### config.mk
export PLATFORM = sky130hd
export DESIGN_NAME = tlb_op_unit_flat
export DESIGN_NICKNAME = d
export VERILOG_FILES = /design/src/rtl/tlb_pkg.sv /design/src/rtl/tlb_op_unit_if.sv /design/src/rtl/tlb_op_unit.sv /design/src/flat_wrapper.sv
export SDC_FILE = /design/constraint.sdc
export NUM_CORES = 1
export LEC_CHECK = 0
export ABC_AREA = 0
export BUFFER_PORTS_ARGS = -buffer_cell sky130_fd_sc_hd__buf_2
export CAP_MARGIN = 15
export CORE_AREA = 4 4 211 213
export CTS_CLUSTER_DIAMETER = 120
export CTS_CLUSTER_SIZE = 30
export DETAILED_ROUTE_END_ITERATION = 10
export DIE_AREA = 0 0 215 217
export GPL_ROUTABILITY_DRIVEN = 0
export HOLD_SLACK_MARGIN = 0.05
export PLACE_DENSITY = 0.41
export SYNTH_ARGS = -nofsm -noshare
export SYNTH_HDL_FRONTEND = slang
export SYNTH_SLANG_ARGS = --single-unit
### constraint.sdc
create_clock -name clk -period 1.83 [get_ports clk]
set_input_delay 0.0915 -clock clk [delete_from_list [all_inputs] [get_ports clk]]
set_output_delay 0.0915 -clock clk [all_outputs]
set_load 0.03 [all_outputs]
### src/rtl/tlb_pkg.sv
// rtl/tlb_pkg.sv - shared types and constants for the TLB management unit
// Entry layout, op encodings and CSR field positions shared with the TLB array and CSR file.
package tlb_pkg;

    localparam int ENTRY_W = 89;

    typedef enum logic [2:0] {
        OP_SRCH = 3'd0,
        OP_RD   = 3'd1,
        OP_WR   = 3'd2,
        OP_FILL = 3'd3,
        OP_INV  = 3'd4
    } tlb_op_e;

    typedef enum logic [1:0] {
        ST_IDLE = 2'd0,
        ST_EXEC = 2'd1,
        ST_RESP = 2'd2
    } tlb_state_e;

    localparam logic [5:0] PS_4K      = 6'd12;
    localparam logic [5:0] PS_2M      = 6'd21;
    localparam logic [5:0] ECODE_TLBR = 6'h3F;
    localparam logic [4:0] INVOP_MAX  = 5'd6;

    localparam int TLBIDX_NE     = 31;
    localparam int TLBIDX_PS_MSB = 29;
    localparam int TLBIDX_PS_LSB = 24;

    localparam int ELO_V       = 0;
    localparam int ELO_D       = 1;
    localparam int ELO_PLV_LSB = 2;
    localparam int ELO_MAT_LSB = 4;
    localparam int ELO_G       = 6;
    localparam int ELO_PPN_LSB = 8;

    // Packed MSB-first: e[88], vppn[87:69], ps[68:63], asid[62:53], g[52], page0[51:26], page1[25:0]
    typedef struct packed {
        logic [19:0] ppn;
        logic [1:0]  plv;
        logic [1:0]  mat;
        logic        d;
        logic        v;
    } tlb_page_t;

    typedef struct packed {
        logic        e;
        logic [18:0] vppn;
        logic [5:0]  ps;
        logic [9:0]  asid;
        logic        g;
        tlb_page_t   p0;
        tlb_page_t   p1;
    } tlb_entry_t;

    function automatic logic [31:0] page_to_elo(input tlb_page_t p, input logic g);
        return {4'b0, p.ppn, 1'b0, g, p.mat, p.plv, p.d, p.v};
    endfunction

endpackage

### src/rtl/tlb_op_unit_if.sv
// rtl/tlb_op_unit_if.sv - WB stage / CSR file side of the TLB management unit
// Carries the command handshake, live CSR values and the CSR update response.
interface tlb_op_unit_if;

    logic        cmd_valid;
    logic        cmd_ready;
    logic [2:0]  cmd_op;
    logic [4:0]  cmd_invop;
    logic [9:0]  cmd_inv_asid;
    logic [31:0] cmd_inv_va;
    logic        cmd_flush;

    logic [31:0] csr_tlbidx;
    logic [18:0] csr_tlbehi;
    logic [31:0] csr_tlbelo0;
    logic [31:0] csr_tlbelo1;
    logic [9:0]  csr_asid;
    logic [5:0]  csr_ecode;

    logic        rsp_valid;
    logic        rsp_ine;
    logic        upd_tlbidx_we;
    logic        upd_entry_we;
    logic [31:0] upd_tlbidx;
    logic [18:0] upd_tlbehi;
    logic [31:0] upd_tlbelo0;
    logic [31:0] upd_tlbelo1;
    logic [9:0]  upd_asid;

    modport master (
        output cmd_valid, cmd_op, cmd_invop, cmd_inv_asid, cmd_inv_va, cmd_flush,
        output csr_tlbidx, csr_tlbehi, csr_tlbelo0, csr_tlbelo1, csr_asid, csr_ecode,
        input  cmd_ready, rsp_valid, rsp_ine, upd_tlbidx_we, upd_entry_we,
        input  upd_tlbidx, upd_tlbehi, upd_tlbelo0, upd_tlbelo1, upd_asid
    );

    modport slave (
        input  cmd_valid, cmd_op, cmd_invop, cmd_inv_asid, cmd_inv_va, cmd_flush,
        input  csr_tlbidx, csr_tlbehi, csr_tlbelo0, csr_tlbelo1, csr_asid, csr_ecode,
        output cmd_ready, rsp_valid, rsp_ine, upd_tlbidx_we, upd_entry_we,
        output upd_tlbidx, upd_tlbehi, upd_tlbelo0, upd_tlbelo1, upd_asid
    );

endinterface

### src/rtl/tlb_op_unit.sv
// rtl/tlb_op_unit.sv - executes TLBSRCH/TLBRD/TLBWR/TLBFILL/INVTLB from writeback
// Three-state IDLE/EXEC/RESP sequencer; TLB ports are only driven during EXEC.
module tlb_op_unit
    import tlb_pkg::*;
#(
    parameter int TLBNUM = 16,
    parameter int IDX_W  = $clog2(TLBNUM)
) (
    input  logic               clk,
    input  logic               resetn,
    tlb_op_unit_if.slave       wb,

    output logic               tlb_s1_own,
    output logic [18:0]        tlb_s1_vppn,
    output logic               tlb_s1_va_bit12,
    output logic [9:0]         tlb_s1_asid,
    input  logic               tlb_s1_found,
    input  logic [IDX_W-1:0]   tlb_s1_index,

    output logic [IDX_W-1:0]   tlb_r_index,
    input  logic [ENTRY_W-1:0] tlb_r_entry,

    output logic               tlb_we,
    output logic [IDX_W-1:0]   tlb_w_index,
    output logic [ENTRY_W-1:0] tlb_w_entry,

    output logic               tlb_inv_valid,
    output logic [4:0]         tlb_inv_op
);

    tlb_state_e       state;
    logic [2:0]       op_q;
    logic [4:0]       invop_q;
    logic [9:0]       inv_asid_q;
    logic [19:0]      inv_va_q;
    logic [IDX_W-1:0] fill_cnt;

    logic             idx_we_q;
    logic             ent_we_q;
    logic             ine_q;
    logic [31:0]      tlbidx_q;
    logic [18:0]      ehi_q;
    logic [31:0]      elo0_q;
    logic [31:0]      elo1_q;
    logic [9:0]       asid_q;

    logic             exec;
    logic             live;
    logic             is_srch;
    logic             is_rd;
    logic             is_wr;
    logic             is_fill;
    logic             is_inv;
    logic             inv_ok;
    logic [31:0]      srch_tlbidx;
    logic [31:0]      rd_tlbidx;
    tlb_entry_t       r_entry;
    tlb_entry_t       w_entry;

    assign exec    = (state == ST_EXEC);
    // A flush in the EXEC cycle kills any side effect issued in that same cycle.
    assign live    = exec && !wb.cmd_flush;
    assign is_srch = (op_q == OP_SRCH);
    assign is_rd   = (op_q == OP_RD);
    assign is_wr   = (op_q == OP_WR);
    assign is_fill = (op_q == OP_FILL);
    assign is_inv  = (op_q == OP_INV);
    assign inv_ok  = (invop_q <= INVOP_MAX);
    assign r_entry = tlb_r_entry;

    always_comb begin
        srch_tlbidx = wb.csr_tlbidx;
        if (tlb_s1_found) begin
            srch_tlbidx[TLBIDX_NE]   = 1'b0;
            srch_tlbidx[IDX_W-1:0]   = tlb_s1_index;
        end else begin
            srch_tlbidx[TLBIDX_NE]   = 1'b1;
        end
    end

    always_comb begin
        rd_tlbidx = wb.csr_tlbidx;
        rd_tlbidx[TLBIDX_NE] = ~r_entry.e;
        rd_tlbidx[TLBIDX_PS_MSB:TLBIDX_PS_LSB] = r_entry.e ? r_entry.ps : 6'd0;
    end

    always_comb begin
        w_entry      = '0;
        // TLB refill handler writes are always valid regardless of TLBIDX.NE.
        w_entry.e    = (wb.csr_ecode == ECODE_TLBR) ? 1'b1 : ~wb.csr_tlbidx[TLBIDX_NE];
        w_entry.vppn = wb.csr_tlbehi;
        w_entry.ps   = wb.csr_tlbidx[TLBIDX_PS_MSB:TLBIDX_PS_LSB];
        w_entry.asid = wb.csr_asid;
        w_entry.g    = wb.csr_tlbelo0[ELO_G] & wb.csr_tlbelo1[ELO_G];
        w_entry.p0.ppn = wb.csr_tlbelo0[ELO_PPN_LSB+19:ELO_PPN_LSB];
        w_entry.p0.plv = wb.csr_tlbelo0[ELO_PLV_LSB+1:ELO_PLV_LSB];
        w_entry.p0.mat = wb.csr_tlbelo0[ELO_MAT_LSB+1:ELO_MAT_LSB];
        w_entry.p0.d   = wb.csr_tlbelo0[ELO_D];
        w_entry.p0.v   = wb.csr_tlbelo0[ELO_V];
        w_entry.p1.ppn = wb.csr_tlbelo1[ELO_PPN_LSB+19:ELO_PPN_LSB];
        w_entry.p1.plv = wb.csr_tlbelo1[ELO_PLV_LSB+1:ELO_PLV_LSB];
        w_entry.p1.mat = wb.csr_tlbelo1[ELO_MAT_LSB+1:ELO_MAT_LSB];
        w_entry.p1.d   = wb.csr_tlbelo1[ELO_D];
        w_entry.p1.v   = wb.csr_tlbelo1[ELO_V];
    end

    always_comb begin
        tlb_s1_own      = exec && (is_srch || (is_inv && inv_ok));
        tlb_s1_vppn     = '0;
        tlb_s1_asid     = '0;
        tlb_s1_va_bit12 = 1'b0;
        if (tlb_s1_own) begin
            tlb_s1_vppn     = is_inv ? inv_va_q[19:1] : wb.csr_tlbehi;
            tlb_s1_asid     = is_inv ? inv_asid_q     : wb.csr_asid;
            tlb_s1_va_bit12 = is_inv && inv_va_q[0];
        end
    end

    always_comb begin
        tlb_r_index   = (exec && is_rd) ? wb.csr_tlbidx[IDX_W-1:0] : '0;
        tlb_we        = live && (is_wr || is_fill);
        tlb_w_index   = '0;
        tlb_w_entry   = '0;
        if (exec && (is_wr || is_fill)) begin
            tlb_w_index = is_fill ? fill_cnt : wb.csr_tlbidx[IDX_W-1:0];
            tlb_w_entry = w_entry;
        end
        tlb_inv_valid = live && is_inv && inv_ok;
        tlb_inv_op    = (exec && is_inv) ? invop_q : 5'd0;
    end

    assign wb.cmd_ready     = (state == ST_IDLE) && !wb.cmd_flush;
    assign wb.rsp_valid     = (state == ST_RESP) && !wb.cmd_flush;
    assign wb.rsp_ine       = wb.rsp_valid && ine_q;
    assign wb.upd_tlbidx_we = wb.rsp_valid && idx_we_q;
    assign wb.upd_entry_we  = wb.rsp_valid && ent_we_q;
    assign wb.upd_tlbidx    = tlbidx_q;
    assign wb.upd_tlbehi    = ehi_q;
    assign wb.upd_tlbelo0   = elo0_q;
    assign wb.upd_tlbelo1   = elo1_q;
    assign wb.upd_asid      = asid_q;

    always_ff @(posedge clk or negedge resetn) begin
        if (!resetn) begin
            state      <= ST_IDLE;
            op_q       <= '0;
            invop_q    <= '0;
            inv_asid_q <= '0;
            inv_va_q   <= '0;
            fill_cnt   <= '0;
            idx_we_q   <= 1'b0;
            ent_we_q   <= 1'b0;
            ine_q      <= 1'b0;
            tlbidx_q   <= '0;
            ehi_q      <= '0;
            elo0_q     <= '0;
            elo1_q     <= '0;
            asid_q     <= '0;
        end else begin
            fill_cnt <= (fill_cnt == IDX_W'(TLBNUM - 1)) ? '0 : fill_cnt + IDX_W'(1);
            case (state)
                ST_IDLE: begin
                    if (wb.cmd_valid && wb.cmd_ready) begin
                        op_q       <= wb.cmd_op;
                        invop_q    <= wb.cmd_invop;
                        inv_asid_q <= wb.cmd_inv_asid;
                        inv_va_q   <= wb.cmd_inv_va[31:12];
                        state      <= ST_EXEC;
                    end
                end
                ST_EXEC: begin
                    if (wb.cmd_flush) begin
                        state <= ST_IDLE;
                    end else begin
                        state    <= ST_RESP;
                        idx_we_q <= 1'b0;
                        ent_we_q <= 1'b0;
                        ine_q    <= 1'b0;
                        case (op_q)
                            OP_SRCH: begin
                                idx_we_q <= 1'b1;
                                tlbidx_q <= srch_tlbidx;
                            end
                            OP_RD: begin
                                idx_we_q <= 1'b1;
                                ent_we_q <= 1'b1;
                                tlbidx_q <= rd_tlbidx;
                                ehi_q    <= r_entry.e ? r_entry.vppn : 19'd0;
                                elo0_q   <= r_entry.e ? page_to_elo(r_entry.p0, r_entry.g) : 32'd0;
                                elo1_q   <= r_entry.e ? page_to_elo(r_entry.p1, r_entry.g) : 32'd0;
                                asid_q   <= r_entry.e ? r_entry.asid : 10'd0;
                            end
                            OP_WR, OP_FILL: ;
                            OP_INV:  ine_q <= !inv_ok;
                            default: ine_q <= 1'b1;
                        endcase
                    end
                end
                ST_RESP: state <= ST_IDLE;
                default: state <= ST_IDLE;
            endcase
        end
    end

endmodule
### src/flat_wrapper.sv
// flat-port wrapper written by rule: the top's interface ports become plain ports
module tlb_op_unit_flat import tlb_pkg::*;
#(
    parameter int TLBNUM = 16,
    parameter int IDX_W  = $clog2(TLBNUM)
)
  (clk, resetn, tlb_s1_own, tlb_s1_vppn, tlb_s1_va_bit12, tlb_s1_asid, tlb_s1_found, tlb_s1_index, tlb_r_index, tlb_r_entry, tlb_we, tlb_w_index, tlb_w_entry, tlb_inv_valid, tlb_inv_op, wb_cmd_valid, wb_cmd_op, wb_cmd_invop, wb_cmd_inv_asid, wb_cmd_inv_va, wb_cmd_flush, wb_csr_tlbidx, wb_csr_tlbehi, wb_csr_tlbelo0, wb_csr_tlbelo1, wb_csr_asid, wb_csr_ecode, wb_cmd_ready, wb_rsp_valid, wb_rsp_ine, wb_upd_tlbidx_we, wb_upd_entry_we, wb_upd_tlbidx, wb_upd_tlbehi, wb_upd_tlbelo0, wb_upd_tlbelo1, wb_upd_asid);
  tlb_op_unit_if wb_i ();
  input  logic clk;
  input  logic resetn;
  output logic tlb_s1_own;
  output logic [18:0] tlb_s1_vppn;
  output logic tlb_s1_va_bit12;
  output logic [9:0] tlb_s1_asid;
  input  logic tlb_s1_found;
  input  logic [IDX_W-1:0] tlb_s1_index;
  output logic [IDX_W-1:0] tlb_r_index;
  input  logic [ENTRY_W-1:0] tlb_r_entry;
  output logic tlb_we;
  output logic [IDX_W-1:0] tlb_w_index;
  output logic [ENTRY_W-1:0] tlb_w_entry;
  output logic tlb_inv_valid;
  output logic [4:0] tlb_inv_op;
  input wire logic [$bits(wb_i.cmd_valid)-1:0] wb_cmd_valid;
  input wire logic [$bits(wb_i.cmd_op)-1:0] wb_cmd_op;
  input wire logic [$bits(wb_i.cmd_invop)-1:0] wb_cmd_invop;
  input wire logic [$bits(wb_i.cmd_inv_asid)-1:0] wb_cmd_inv_asid;
  input wire logic [$bits(wb_i.cmd_inv_va)-1:0] wb_cmd_inv_va;
  input wire logic [$bits(wb_i.cmd_flush)-1:0] wb_cmd_flush;
  input wire logic [$bits(wb_i.csr_tlbidx)-1:0] wb_csr_tlbidx;
  input wire logic [$bits(wb_i.csr_tlbehi)-1:0] wb_csr_tlbehi;
  input wire logic [$bits(wb_i.csr_tlbelo0)-1:0] wb_csr_tlbelo0;
  input wire logic [$bits(wb_i.csr_tlbelo1)-1:0] wb_csr_tlbelo1;
  input wire logic [$bits(wb_i.csr_asid)-1:0] wb_csr_asid;
  input wire logic [$bits(wb_i.csr_ecode)-1:0] wb_csr_ecode;
  output wire logic [$bits(wb_i.cmd_ready)-1:0] wb_cmd_ready;
  output wire logic [$bits(wb_i.rsp_valid)-1:0] wb_rsp_valid;
  output wire logic [$bits(wb_i.rsp_ine)-1:0] wb_rsp_ine;
  output wire logic [$bits(wb_i.upd_tlbidx_we)-1:0] wb_upd_tlbidx_we;
  output wire logic [$bits(wb_i.upd_entry_we)-1:0] wb_upd_entry_we;
  output wire logic [$bits(wb_i.upd_tlbidx)-1:0] wb_upd_tlbidx;
  output wire logic [$bits(wb_i.upd_tlbehi)-1:0] wb_upd_tlbehi;
  output wire logic [$bits(wb_i.upd_tlbelo0)-1:0] wb_upd_tlbelo0;
  output wire logic [$bits(wb_i.upd_tlbelo1)-1:0] wb_upd_tlbelo1;
  output wire logic [$bits(wb_i.upd_asid)-1:0] wb_upd_asid;
  assign wb_i.cmd_valid = wb_cmd_valid;
  assign wb_i.cmd_op = wb_cmd_op;
  assign wb_i.cmd_invop = wb_cmd_invop;
  assign wb_i.cmd_inv_asid = wb_cmd_inv_asid;
  assign wb_i.cmd_inv_va = wb_cmd_inv_va;
  assign wb_i.cmd_flush = wb_cmd_flush;
  assign wb_i.csr_tlbidx = wb_csr_tlbidx;
  assign wb_i.csr_tlbehi = wb_csr_tlbehi;
  assign wb_i.csr_tlbelo0 = wb_csr_tlbelo0;
  assign wb_i.csr_tlbelo1 = wb_csr_tlbelo1;
  assign wb_i.csr_asid = wb_csr_asid;
  assign wb_i.csr_ecode = wb_csr_ecode;
  assign wb_cmd_ready = wb_i.cmd_ready;
  assign wb_rsp_valid = wb_i.rsp_valid;
  assign wb_rsp_ine = wb_i.rsp_ine;
  assign wb_upd_tlbidx_we = wb_i.upd_tlbidx_we;
  assign wb_upd_entry_we = wb_i.upd_entry_we;
  assign wb_upd_tlbidx = wb_i.upd_tlbidx;
  assign wb_upd_tlbehi = wb_i.upd_tlbehi;
  assign wb_upd_tlbelo0 = wb_i.upd_tlbelo0;
  assign wb_upd_tlbelo1 = wb_i.upd_tlbelo1;
  assign wb_upd_asid = wb_i.upd_asid;
  tlb_op_unit #(.TLBNUM(TLBNUM), .IDX_W(IDX_W)) u_core (.clk(clk), .resetn(resetn), .wb(wb_i), .tlb_s1_own(tlb_s1_own), .tlb_s1_vppn(tlb_s1_vppn), .tlb_s1_va_bit12(tlb_s1_va_bit12), .tlb_s1_asid(tlb_s1_asid), .tlb_s1_found(tlb_s1_found), .tlb_s1_index(tlb_s1_index), .tlb_r_index(tlb_r_index), .tlb_r_entry(tlb_r_entry), .tlb_we(tlb_we), .tlb_w_index(tlb_w_index), .tlb_w_entry(tlb_w_entry), .tlb_inv_valid(tlb_inv_valid), .tlb_inv_op(tlb_inv_op));
endmodule
## Yosys cells after proc, flatten, opt, wreduce, memory -nomap -nowiden

Index checks and enable logic that the tools add are counted.
Widths: inputs -> output; s select.

- Register bits: 172
- Output and inout port bits: 265
- Word-level logic and storage cells: 84

- Add/sub/neg operators: 1
- $lt $le $gt $ge: 1
- Equality and inequality tests: 9
- Mux-type cells: 26
- Bitwise operators: 4
- Reductions and logical operators: 29

Operator list:

| operator | number |
|---|---|
| $mux 89 | 1 |
| $pmux 32 s2 | 1 |
| $mux 19 | 3 |
| $mux 28 | 2 |
| $mux 10 | 3 |
| $mux 4 | 5 |
| $logic_and 1x1->1 | 16 |
| $eq 3x2->1 const B | 2 |
| $eq 6x6->1 const B | 1 |
| $mux 6 | 1 |
| $reduce_and 3->1 | 2 |
| $le 5x3->1 const B | 1 |
| $mux 1 | 5 |
| $mux 5 | 1 |
| $add 4x1->4 const B | 1 |
| $eq 4x4->1 const B | 1 |
| $mux 2 | 2 |
| $pmux 2 s2 | 1 |
| $reduce_and 2->1 | 2 |
| $reduce_or 4->1 | 1 |
| $eq 3x1->1 const B | 1 |
| $eq 3x3->1 const B | 1 |
| $logic_not 3->1 | 1 |
| $not 1->1 | 3 |
| 10 further kinds | 12 |

## Logic depth before layout (Yosys ltp)

Gate-level depths: netlist of run 1.

- Word-level depth: 5
- Mapped depth: 7
- Mapped depth without buffers: 4

## Least setup slack after synthesis of run 1

OpenSTA, ideal clock, no wires.

- Path kind: register to register
- Start: register u_core.state[1]
- End: register u_core.inv_va_q[10]
- Arrival: 2157 ps
- Required time: 1705 ps
- Path slack: -452 ps
- Stages on the path, launching flop included: 6
- Path buffers: 2
- Clock period less this slack: 2282 ps
- Cell sequence: dfrtp_1 > nor3_1 > and2_1 > buf_2 > buf_2 > mux2_2

- Word-level cells in the longest chain between the ends: 4

RTL lines:

| element | RTL line | source |
|---|---|---|
| start: declaration | tlb_op_unit.sv:31 | `tlb_state_e state;` |
| start signal: assignment | tlb_op_unit.sv:145 | `state <= ST_IDLE;` |
| start signal: assignment | tlb_op_unit.sv:168 | `state <= ST_EXEC;` |
| start signal: assignment | tlb_op_unit.sv:173 | `state <= ST_IDLE;` |
| $logic_not 2->1 | tlb_op_unit.sv:132 | `assign wb.cmd_ready = (state == ST_IDLE) && !wb.cmd_flush;` |
| $logic_and 1x1->1 | tlb_op_unit.sv:132 |  |
| via wb_cmd_ready | flat_wrapper.sv:36 | `output wire logic [$bits(wb_i.cmd_ready)-1:0] wb_cmd_ready;` |
| $logic_and 1x1->1 | tlb_op_unit.sv:163 | `if (wb.cmd_valid && wb.cmd_ready) begin` |
| $reduce_and 2->1 (no line) | n/a |  |
| end signal: assignment | tlb_op_unit.sv:167 | `inv_va_q <= wb.cmd_inv_va[31:12];` |
| end: declaration | tlb_op_unit.sv:35 | `logic [19:0] inv_va_q;` |

The timed path passes the listed nets, and every way through them passes these cells.
A chain may end at the register's enable or synchronous reset.

## Worst setup path after layout of run 1

- Start: register u_core.op_q[1]
- End: output tlb_w_entry[26]

- Word-level cells in the longest chain between the ends: 4
- Elaborated cells between the ends (all ways): 5
- Classes of those cells: eq/ne: 2; mux: 1; reduce/logical: 2

RTL lines:

| element | RTL line | source |
|---|---|---|
| start: declaration | tlb_op_unit.sv:32 | `logic [2:0] op_q;` |
| start signal: assignment | tlb_op_unit.sv:164 | `op_q <= wb.cmd_op;` |
| $eq 3x2->1, on equally long branches | tlb_op_unit.sv:65, tlb_op_unit.sv:66 |  |
| $logic_or 1x1->1 * | tlb_op_unit.sv:124 | `if (exec && (is_wr \|\| is_fill)) begin` |
| $logic_and 1x1->1 * | tlb_op_unit.sv:124 |  |
| $mux 89 * | tlb_op_unit.sv:124 |  |
| end: declaration | flat_wrapper.sv:21 | `output logic [ENTRY_W-1:0] tlb_w_entry;` |

Every way passes the cells marked *; elsewhere a longest branch is shown, timed or not.

==> summary.md, run 1 <==
| Metric | Value |
|---|---|
| Maxcap violations | `0` |
| Pwr per Cell Area | `934.8 mW/mm²` |
| Unique masters post-synth | `35` |
| Core area | `about 0.043 mm²` |
| Crit path time final | `2.104 ns` |
| Slowest cell on the critical path | `dfrtp_1` |
| Final Core Density | `0.3600` |
| DRT iter0 DRCs | `about 330` |
| Worst R2R Path Depth | `7` |
| R2R Path End | `u_core.wb.upd_tlbidx[10]` |
| Worst Setup SP | `u_core.op_q[1]` |
| Crit-path cells | `buf_6 -> buf_6 -> and3_4 -> buf_12 -> buf_4 -> clkbuf_16 -> and2_4 -> buf_6` |
| Status | `complete, but fails checks` |
| Avg Synthesized Cell Area | `12.32 µm²` |
| Data required time of the worst path | `1.74 ns` |
| Cell mode on critical path | `buf_6` |
| Gr usage total | `0.1450` |
| Dominant cells by area after synthesis | `dfrtp_1 56%, a22o_1 13%, and2_1 8.5%` |
| Via count | `between 7k and 8k` |
| CTS Buffer Depth | `2` |
| Register area share after synthesis | `0.5573` |
| Fmax | `475.4 MHz` |
| Area of the multi-input gates | `0.003435 mm²` |
| P_leak | `7.763 nW` |
| FF/Latch Area | `0.004029 mm²` |
| RSZ-0062 raised after global routing | `true` |
| Fillers | `4217` |
| Setup-failing EPs final | `259` |
| Worst setup endpoint | `tlb_w_entry[26]` |
| Leading cell type in the layout, fill and taps excluded | `buf_2` |
| Critical Setup Path Class | `reg -> out` |
| Synth top area share | `0.5573` |
| Layout area overhead | `112.6%` |
| Post-Syn Area | `0.007229 mm²` |
| Share of layout cells above drive strength 1 | `0.6159` |
| Top_reg_cell synth | `dfrtp_1` |
| Asr flop ratio synth | `1.000` |
| Endpoints failing hold | `0` |
| First-pass GRT wire length | `51320 µm` |
| Critical R2R Launch | `u_core.state[1]` |
| CTS tree | `yes` |
| Failing checks | `setup timing` |
| Metal3 WL | `2625 µm` |
| Final WS setup | `-0.2737 ns` |
| CP arrival | `~2 ns` |
| Die ar. | `roughly 0.047 mm²` |
| Number of global-route vias before repair | `about 8.4k` |
| Final ANT Viol Nets | `0` |
| Min Hold Slack | `0.09743 ns` |
| Metal-1 WL | `around 16000 µm` |
| Detail Route met2 WL | `roughly 19000 µm` |
| Final Skew | `0.02137 ns` |
| Slew Viols, Final | `0` |
| IO Port Bufs | `511` |
| Initial Utilization | `0.1693` |
| WL per Instance | `slightly above 20 µm` |
| Worst Hold Depth | `4` |
| Clock sinks | `161` |
| CP Launch Type | `register` |
| Die X | `around 220 µm` |
| Final wirelength | `just under 40000 µm` |
| Worst path max stage delay | `0.39 ns` |
| Syn. warnings | `0` |
| I/O Pins | `544` |
| Placed wire-length estimate | `23450 µm` |
| TritonCTS buffer count | `17` |
| Clock latency at the later pin of the worst-skew pair | `0.49 ns` |
| Via/cell ratio | `4.137` |
| # rows | `between 70 and 80` |
| Drt pass-1 iters | `4` |
| Post-synth EDFFs | `0` |
| Final net count | `~1.6k` |
| Worst vdd ir | `795.7 µV` |
| Die Y | `217 µm` |
| Antenna diodes | `0` |
| Synth Instances | `587` |
| CTS root buffer | `clkbuf_16` |
| Uppermost layer routed | `met4` |
| Worst-path maximum fanout | `5` |
| HP Class | `in -> reg` |
| H-tree levels | `4` |
| Crit share post-route | `1.150` |
| Synth Register Bits | `161` |
| Reg clk slew, reported paths | `roughly 0.060 ns` |
| Setup crit end kind | `output pin` |
| Leading area contributor after synthesis | `dfrtp_1` |
| Total grt overflow | `0` |
| Initial antenna violation count | `1` |
| DRC Markers | `0` |
| Register-to-register setup slack | `-0.24 ns` |
| Largest net degree at the start of global routing | `60` |
| Most frequent cells in the layout | `372 x buf_2, 164 x dlygate4sd3_1, 161 x dfrtp_1` |
flip-flops by register name, indices dropped and copies added, names as in the netlist:
name                   count
u_core.inv_va_q           20
u_core.wb.upd_tlbehi      19
u_core.invop_q             5
u_core.ent_we_q            1
u_core.idx_we_q            1
u_core.wb.upd_asid        10
u_core.state               2
u_core.op_q                3
u_core.inv_asid_q         10
u_core.fill_cnt            4
u_core.wb.upd_tlbelo0     27
u_core.wb.upd_tlbidx      32
u_core.ine_q               1
u_core.wb.upd_tlbelo1     26
stage by stage:
step	TNS, ns	total power [W]	instances	setup slack [ns]	instance area [µm²]
2_1_floorplan	-3.404	0.007640	596	-0.04152	7288
3_3_place_gp	0	0.009421	1633	0.04644	10640
3_5_place_dp	0	0.009424	1633	0.03598	10640
4_1_cts	-38.18	0.01426	1860	-0.3442	14610
5_1_grt	-56.77	0.01506	1892	-0.3724	15370
6_report	-37.60	0.01437	1892	-0.2737	15370
cells by family after synthesis:
kind of cell,after synthesis,synth area share
XOR/XNOR,1,0.001212
AO/OA/AOI/OAI,151,0.1649
other,1,0.0005187
flip-flops,161,0.5573
adder cells (fa/ha/maj),1,0.001730
buffers and inverters,64,0.05261
multiplexers,64,0.09900
AND/OR/NAND/NOR,144,0.1227
layout make-up:
| type | count | area share |
|---|---|---|
| multi-input combinational | 373 | 0.2234 |
| inverter | 4 | 0.001302 |
| clock inverter | 15 | 0.01465 |
| clock buffer | 17 | 0.02768 |
| timing repair buffer | 776 | 0.4264 |
| tap | 546 | 0.04444 |
| sequential | 161 | 0.2621 |
cell usage after synthesis (5+ instances only):
| cell | instances |
|---|---|
| a21oi_1 | 25 |
| and2_1 | 98 |
| mux2_1 | 8 |
| nand3_1 | 7 |
| buf_2 | 16 |
| mux2_2 | 52 |
| nor2b_1 | 7 |
| dfrtp_1 | 161 |
| and3_1 | 10 |
| buf_6 | 9 |
| o21ai_0 | 6 |
| a22o_1 | 111 |
| buf_4 | 14 |
| nor2_1 | 7 |
| a31oi_1 | 5 |
| clkbuf_1 | 21 |
layer usage:
| layer | vias up | GRT usage |
|---|---|---|
| li1 | 3606 | - |
| met1 | 3854 | 0.1731 |
| met2 | 339 | 0.2437 |
| met3 | 28 | 0.05487 |
| met4 | 0 | 0.04445 |
| met5 | - | 0 |
report_power, final:
part	switching, W	internal, W
Sequential	0.000511	0.00445
Combinational	0.00310	0.00228
Clock	0.00170	0.00232
worst max-delay path, delay by kind of cell (launching register included):
family	cells	cell delay [ns]
buffers and inverters	6	0.81
flip-flops	1	0.39
AND/OR/NAND/NOR	2	0.34
timing repair:
item,4_1_cts,5_1_grt
hold buffers,164,0
endpoints found under the setup margin,135,230
cloned,8,27
gates resized for setup,394,87
endpoints found under the hold margin,313,0
pin swaps,32,64
setup buffers,24,19
worst min-delay path by stage:
stage / start / to / slack, ns
floorplan: resetn / u_core.ent_we_q / -0.20
global placement: resetn / u_core.wb.upd_tlbelo1[4] / 0.08
detailed placement: resetn / u_core.wb.upd_tlbelo1[4] / 0.07
CTS: wb_csr_tlbidx[24] / u_core.wb.upd_tlbidx[24] / 0.05
global route: wb_csr_tlbidx[24] / u_core.wb.upd_tlbidx[24] / 0.08
finish: wb_csr_tlbidx[24] / u_core.wb.upd_tlbidx[24] / 0.1
Note: power is estimated with default switching activity, not from simulation.
==> inputs of run 2 (changes only) <==
- GPL_TIMING_DRIVEN: default -> 0
==> summary.md, run 2 (same netlist as run 1, synthesis figures left out) <==
| Metric | Value |
|---|---|
| Initial antenna violation count | `0 (-1)` |
| CTS root buffer | `clkbuf_16` |
| I/O Pins | `544 (unchanged)` |
| Final Non-Filler Cells | `1946 (+2.9%)` |
| TritonCTS buffer count | `17 (unchanged)` |
| CTS tree | `yes` |
| Final Core Density | `0.3788 (+0.01878)` |
| WP depth | `7 (-1)` |
| Fmax | `462.6 MHz (-2.7%)` |
| Die Y | `217 µm (unchanged)` |
| Pre-CTS setup slack | `-1.053 ns (-1.089 ns)` |
| HP Class | `in -> reg` |
| Via count | `7967 (+1.8%)` |
| Final Skew | `0.01555 ns (-0.005819 ns)` |
| CP bufs+invs | `4 (-2)` |
| Clock latency at the later pin of the worst-skew pair | `0.48 ns (about the same)` |
| Worst setup endpoint | `tlb_s1_asid[6]` |
| Final net count | `1667 (+3.3%)` |
| Worst Setup SP | `u_core.state[0]` |
| # rows | `76 (unchanged)` |
| Setup-failing EPs final | `281 (+8.5%)` |
| Placed wire-length estimate | `25950 µm (+11%)` |
| Slew Viols, Final | `0 (unchanged)` |
| Slowest cell on the critical path | `dfrtp_2` |
| Initial Utilization | `0.1693 (unchanged)` |
| Register-to-register setup slack | `-0.29 ns (-0.05 ns)` |
| Data required time of the worst path | `1.74 ns (about the same)` |
| P_leak | `8.199 nW (+5.6%)` |
| Total grt overflow | `0 (unchanged)` |
| WL per Instance | `20.11 µm (-1.1%)` |
| Crit-path cells | `nor2b_4 -> buf_8 -> and3_4 -> buf_8 -> buf_8 -> a22o_1 -> buf_6` |
| Leading cell type in the layout, fill and taps excluded | `buf_2` |
| Number of global-route vias before repair | `8704 (+4.0%)` |
| Critical Setup Path Class | `reg -> out` |
| Crit path time final | `2.162 ns (+0.05797 ns)` |
| Via/cell ratio | `4.094 (-1.0%)` |
| Worst-path maximum fanout | `10 (+5)` |
| Top delay family on crit path | `buffers and inverters` |
| Cell mode on critical path | `buf_8` |
| Antenna diodes | `0 (unchanged)` |
| IO Port Bufs | `511 (unchanged)` |
| Gr usage total | `0.1595 (+0.01455)` |
| DRT iter0 DRCs | `329 (-0.60%)` |
| Worst vdd ir | `956.9 µV (+20%)` |
| Setup crit end kind | `output pin` |
| Status | `complete, but fails checks` |
| Crit share post-route | `1.181 (+0.03168)` |
| RSZ-0062 raised after global routing | `true` |
| Worst R2R Path Depth | `7 (unchanged)` |
| Most frequent cells in the layout | `370 x buf_2, 160 x dlygate4sd3_1, 159 x dfrtp_1` |
| Largest register FFs | `32 (unchanged)` |
| R2R Path End | `u_core.wb.upd_tlbelo0[17]` |
| Failing checks | `setup timing` |
| Critical R2R Launch | `u_core.op_q[1]` |
| Max_slew headroom | `0.5595` |
| DRC Markers | `0 (unchanged)` |
| Slew @ Worst Pin | `between 0.6 and 0.7 ns` |
| Worst path max stage delay | `0.44 ns (+0.05 ns)` |
| Clock sinks | `161 (unchanged)` |
| H-tree levels | `4 (unchanged)` |
| Fillers | `4135 (-1.9%)` |
| Inst Count DP | `1655 (+1.3%)` |
| Endpoints failing hold | `0 (unchanged)` |
| Layout area overhead | `123.7%` |
| Die X | `215 µm (unchanged)` |
| Maxcap violations | `0 (unchanged)` |
| CP arrival | `2.07 ns (+0.06 ns)` |
| Die ar. | `0.04666 mm² (unchanged)` |
| Final WS setup | `-0.3317 ns (-0.05797 ns)` |
| Final ANT Viol Nets | `0 (unchanged)` |
| Reg clk slew, reported paths | `0.07 ns (about the same)` |
| Drt pass-1 iters | `4 (unchanged)` |
| Share of layout cells above drive strength 1 | `0.6414 (+0.02553)` |
| CTS Buffer Depth | `2 (unchanged)` |
| Core area | `0.04270 mm² (unchanged)` |
| CP Launch Type | `register` |
| Final wirelength | `39130 µm (+1.7%)` |
| Largest net degree at the start of global routing | `86 (+43%)` |
| First-pass GRT wire length | `55540 µm (+8.2%)` |
| Pwr per Cell Area | `880.4 mW/mm² (-5.8%)` |
run 2: through the flow:
stage | hold slack, ns | cell area (µm²) | total power (W) | TNS, ns
after floorplan | -0.2041 | 7288 | 0.007640 | -3.404
after global placement | 0.3091 | 10530 | 0.009352 | -531.25
after detailed placement | 0.1194 | 10580 | 0.009398 | -187.88
after CTS | 0.05118 | 15320 | 0.01406 | -67.78
after global routing | 0.1008 | 16170 | 0.01495 | -67.54
final | 0.1100 | 16170 | 0.01424 | -49.69
run 2: report_power, final:
group          switching (W)  leakage [nW]  internal, W
clock                0.00166         0.285      0.00191
sequential          0.000529          2.06      0.00445
combinational        0.00316          5.85      0.00252
total                0.00535          8.20      0.00889
run 2: repair_timing:
item	in CTS	in global routing
endpoints found under the setup margin	286	294
hold buffers	160	0
hold endpoints to repair	228	0
cloned	22	11
setup buffers	51	28
gates resized for setup	531	150
pin swaps	94	50
run 2: routing by layer:
metal | GRT usage | routed length (µm) | up-vias
met5 | 0 | 0 | -
met4 | 0.05025 | 699 | 0
met3 | 0.05278 | 2679 | 38
met2 | 0.2777 | 19940 | 328
met1 | 0.1868 | 15820 | 3895
li1 | - | - | 3706
run 2: worst register-to-register path: stages (launching register included):
cell and delay (ns):
dfrtp_1 0.37, buf_6 0.12, or3b_4 0.38, or3_4 0.47, buf_12 0.18, buf_16 0.15, clkbuf_16 0.16, a22o_1 0.18
run 2: worst min-delay path by stage:
stage                                 to  slack (ns)         startpoint  cells past startpoint
3_3_place_gp    u_core.wb.upd_tlbidx[14]        0.31  wb_csr_tlbidx[14]                      2
2_1_floorplan            u_core.ent_we_q       -0.20             resetn                      0
5_1_grt         u_core.wb.upd_tlbidx[29]        0.10  wb_csr_tlbidx[29]                      4
4_1_cts         u_core.wb.upd_tlbidx[24]        0.05  wb_csr_tlbidx[24]                      4
6_report        u_core.wb.upd_tlbidx[29]        0.11  wb_csr_tlbidx[29]                      4
3_5_place_dp   u_core.wb.upd_tlbelo1[20]        0.12             resetn                      1
run 2: final cells by class:
type / count / area (µm²) / area share
clock inverters: 10 / 91.34 / 0.005648
multi-input cells: 372 / 3510 / 0.2170
plain buffers: 55 / 850.8 / 0.05261
well taps: 546 / 683.2 / 0.04224
flip-flops and latches: 161 / 4031 / 0.2493
clock buffers: 22 / 484.2 / 0.02994
inverters: 4 / 25.02 / 0.001547
repair buffers: 776 / 6497 / 0.4017
==> inputs of run 3 (changes only) <==
- BUFFER_PORTS_ARGS: -buffer_cell sky130_fd_sc_hd__buf_2 -> -buffer_cell sky130_fd_sc_hd__buf_4
- RECOVER_POWER: default -> 50
==> summary.md, run 3 (same netlist as run 1, synthesis figures left out) <==
| Metric | Value |
|---|---|
| Worst path max stage delay | `0.44 ns (about the same)` |
| Final Skew | `0.005599 ns (-0.009947 ns)` |
| CP bufs+invs | `3 (-1)` |
| Slew @ Worst Pin | `1.228 ns (+0.5675 ns)` |
| Final net count | `1648 (-1.1%)` |
| Clock power share | `0.252 (about the same)` |
| Endpoints failing hold | `0 (unchanged)` |
| Antenna diodes | `0 (unchanged)` |
| Total grt overflow | `0 (unchanged)` |
| IO Port Bufs | `511 (unchanged)` |
| Data required time of the worst path | `1.74 ns (about the same)` |
| Sequential Power Share | `0.345 (-0.005)` |
| HP Class | `in -> reg` |
| Failing checks | `setup timing` |
| Slew Viols, Final | `0 (unchanged)` |
| Crit-path cells | `a311oi_2 -> and4_4 -> buf_12 -> clkbuf_16 -> a22o_1 -> buf_6` |
| Crit share post-route | `1.171 (-0.009892)` |
| H-tree levels | `4 (unchanged)` |
| Comb pwr share | `0.403 (+0.004)` |
| Worst setup endpoint | `tlb_s1_asid[1]` |
| CTS tree | `yes` |
| Reg clk slew, reported paths | `0.07 ns (about the same)` |
| Register-to-register setup slack | `-0.21 ns (+0.08 ns)` |
| Pre-CTS setup slack | `-1.003 ns (+0.04945 ns)` |
| TritonCTS buffer count | `17 (unchanged)` |
| P_leak | `8.126 nW (-0.89%)` |
| Initial Utilization | `0.1693 (unchanged)` |
| CTS root buffer | `clkbuf_16` |
| Worst vdd ir | `1009 µV (+5.5%)` |
| Clock sinks | `161 (unchanged)` |
| Worst Setup SP | `u_core.invop_q[1]` |
| Largest net degree at the start of global routing | `82 (-4.7%)` |
| Pwr per Cell Area | `880.5 mW/mm² (about the same)` |
| CP Launch Type | `register` |
| R2R Path End | `u_core.wb.upd_tlbelo0[8]` |
| Final ANT Viol Nets | `0 (unchanged)` |
| I/O Pins | `544 (unchanged)` |
| Clock latency at the later pin of the worst-skew pair | `0.48 ns (about the same)` |
| Initial antenna violation count | `1 (+1)` |
| Placed wire-length estimate | `26460 µm (+2.0%)` |
| DRT iter0 DRCs | `353 (+7.3%)` |
| Via/cell ratio | `4.109 (+0.36%)` |
| Gr usage total | `0.1600 (+0.0004367)` |
| Final wirelength | `38780 µm (-0.90%)` |
| Layout area overhead | `127.7%` |
| DRC Markers | `0 (unchanged)` |
| Most frequent cells in the layout | `418 x buf_4, 162 x dlygate4sd3_1, 158 x dfrtp_1` |
| Slowest cell on the critical path | `dfrtp_1` |
| Final Core Density | `0.3855 (+0.006681)` |
| CP arrival | `2.05 ns (-0.02 ns)` |
| CTS Buffer Depth | `2 (unchanged)` |
| Maxcap violations | `0 (unchanged)` |
| Worst-path maximum fanout | `9 (-1)` |
| Die X | `215 µm (unchanged)` |
| Status | `complete, but fails checks` |
| Crit path time final | `2.144 ns (-0.01810 ns)` |
| Core area | `0.04270 mm² (unchanged)` |
| Leading cell type in the layout, fill and taps excluded | `buf_4` |
| First-pass GRT wire length | `55760 µm (+0.40%)` |
| Die ar. | `0.04666 mm² (unchanged)` |
| WL per Instance | `20.13 µm (about the same)` |
| WP depth | `6 (-1)` |
| Critical Setup Path Class | `reg -> out` |
| Via count | `7918 (-0.62%)` |
| Share of layout cells above drive strength 1 | `0.6162 (-0.02521)` |
| Drt pass-1 iters | `4 (unchanged)` |
| RSZ-0062 raised after global routing | `true` |
| Number of global-route vias before repair | `8833 (+1.5%)` |
| # rows | `76 (unchanged)` |
| Worst R2R Path Depth | `6 (-1)` |
| Setup-failing EPs final | `269 (-4.3%)` |
| Pint | `0.009161 W (+3.1%)` |
| Die Y | `217 µm (unchanged)` |
| Switching share of power | `0.3678 (-0.008052)` |
| Largest register FFs | `32 (unchanged)` |
| Critical R2R Launch | `u_core.op_q[1]` |
| Max_slew headroom | `0.1811 (-0.3783)` |
| Setup crit end kind | `output pin` |
| Switching power | `0.005330 W (-0.41%)` |
| Top delay family on crit path | `flip-flops` |
| Final WS setup | `-0.3135 ns (+0.01810 ns)` |
| Fmax | `466.5 MHz (+0.84%)` |
-- run 3: changes by cell type in the layout (fill, tap and decap cells not counted), sizes merged --
| cell | delta |
|---|---|
| buf | -24 |
| bufinv | +1 |
| clkbuf | +1 |
| clkinv | -2 |
| clkinvlp | +1 |
| dlygate4sd3 | +2 |
| inv | +2 |
-- run 3: power groups by stage --
stage               combinational, W  clock [W]  sequential [W]
finish                       0.00584    0.00365         0.00500
global route                 0.00617    0.00393         0.00513
CTS                          0.00579    0.00381         0.00498
detailed placement           0.00501          0         0.00502
global placement             0.00500          0         0.00502
floorplan                    0.00127          0         0.00637
-- run 3: worst min path at each step --
stage / to / cells past startpoint / start / slack, ns
after global placement: u_core.wb.upd_tlbidx[14] / 2 / wb_csr_tlbidx[14] / 0.31
final: u_core.wb.upd_tlbidx[28] / 4 / wb_csr_tlbidx[28] / 0.14
after detailed placement: u_core.wb.upd_tlbelo1[20] / 1 / resetn / 0.13
after floorplan: u_core.ent_we_q / 0 / resetn / -0.20
after CTS: u_core.state[0] / 4 / wb_cmd_valid / 0.08
after global routing: u_core.wb.upd_tlbidx[28] / 4 / wb_csr_tlbidx[28] / 0.13
-- run 3: metrics by stage --
step / instances / hold slack, ns / TNS (ns) / cell area (µm²) / total power (W)
final: 1927 / 0.1362 / -37.70 / 16460 / 0.01449
after global routing: 1927 / 0.1340 / -60.33 / 16460 / 0.01522
after CTS: 1914 / 0.08103 / -61.98 / 16100 / 0.01459
after detailed placement: 1654 / 0.1252 / -172.74 / 11850 / 0.01003
after global placement: 1653 / 0.3093 / -232.41 / 11810 / 0.01002
after floorplan: 596 / -0.2041 / -3.404 / 7288 / 0.007640
-- run 3: repair_timing --
action                                 CTS  global route
setup buffers                           50            18
endpoints found under the hold margin  232             0
setup endpoints to repair              285           289
resized for setup                      373            99
cloned                                  18             7
hold buffers                           162             0
pin swaps                               93            22
-- run 3: final cells by class --
cell class	instances	area, µm²
buffer	54	755.7
clock buffer	20	456.7
clock inverter	12	116.4
fill	4154	26240
inverter	4	25.02
multi-input combinational	372	3337
sequential	161	4033
tap	546	683.2
timing repair buffer	758	7052
-- run 3: metal layers --
layer	global-route usage	wire (µm)
met1	0.1821	15460
met2	0.2805	19910
met3	0.05208	2494
met4	0.06034	915
met5	0	0
-- run 3: worst min-delay path: stages --
cell and delay (ns):
buf_4 0.11, nor2b_1 0.15, a21oi_1 0.08, a21oi_1 0.13
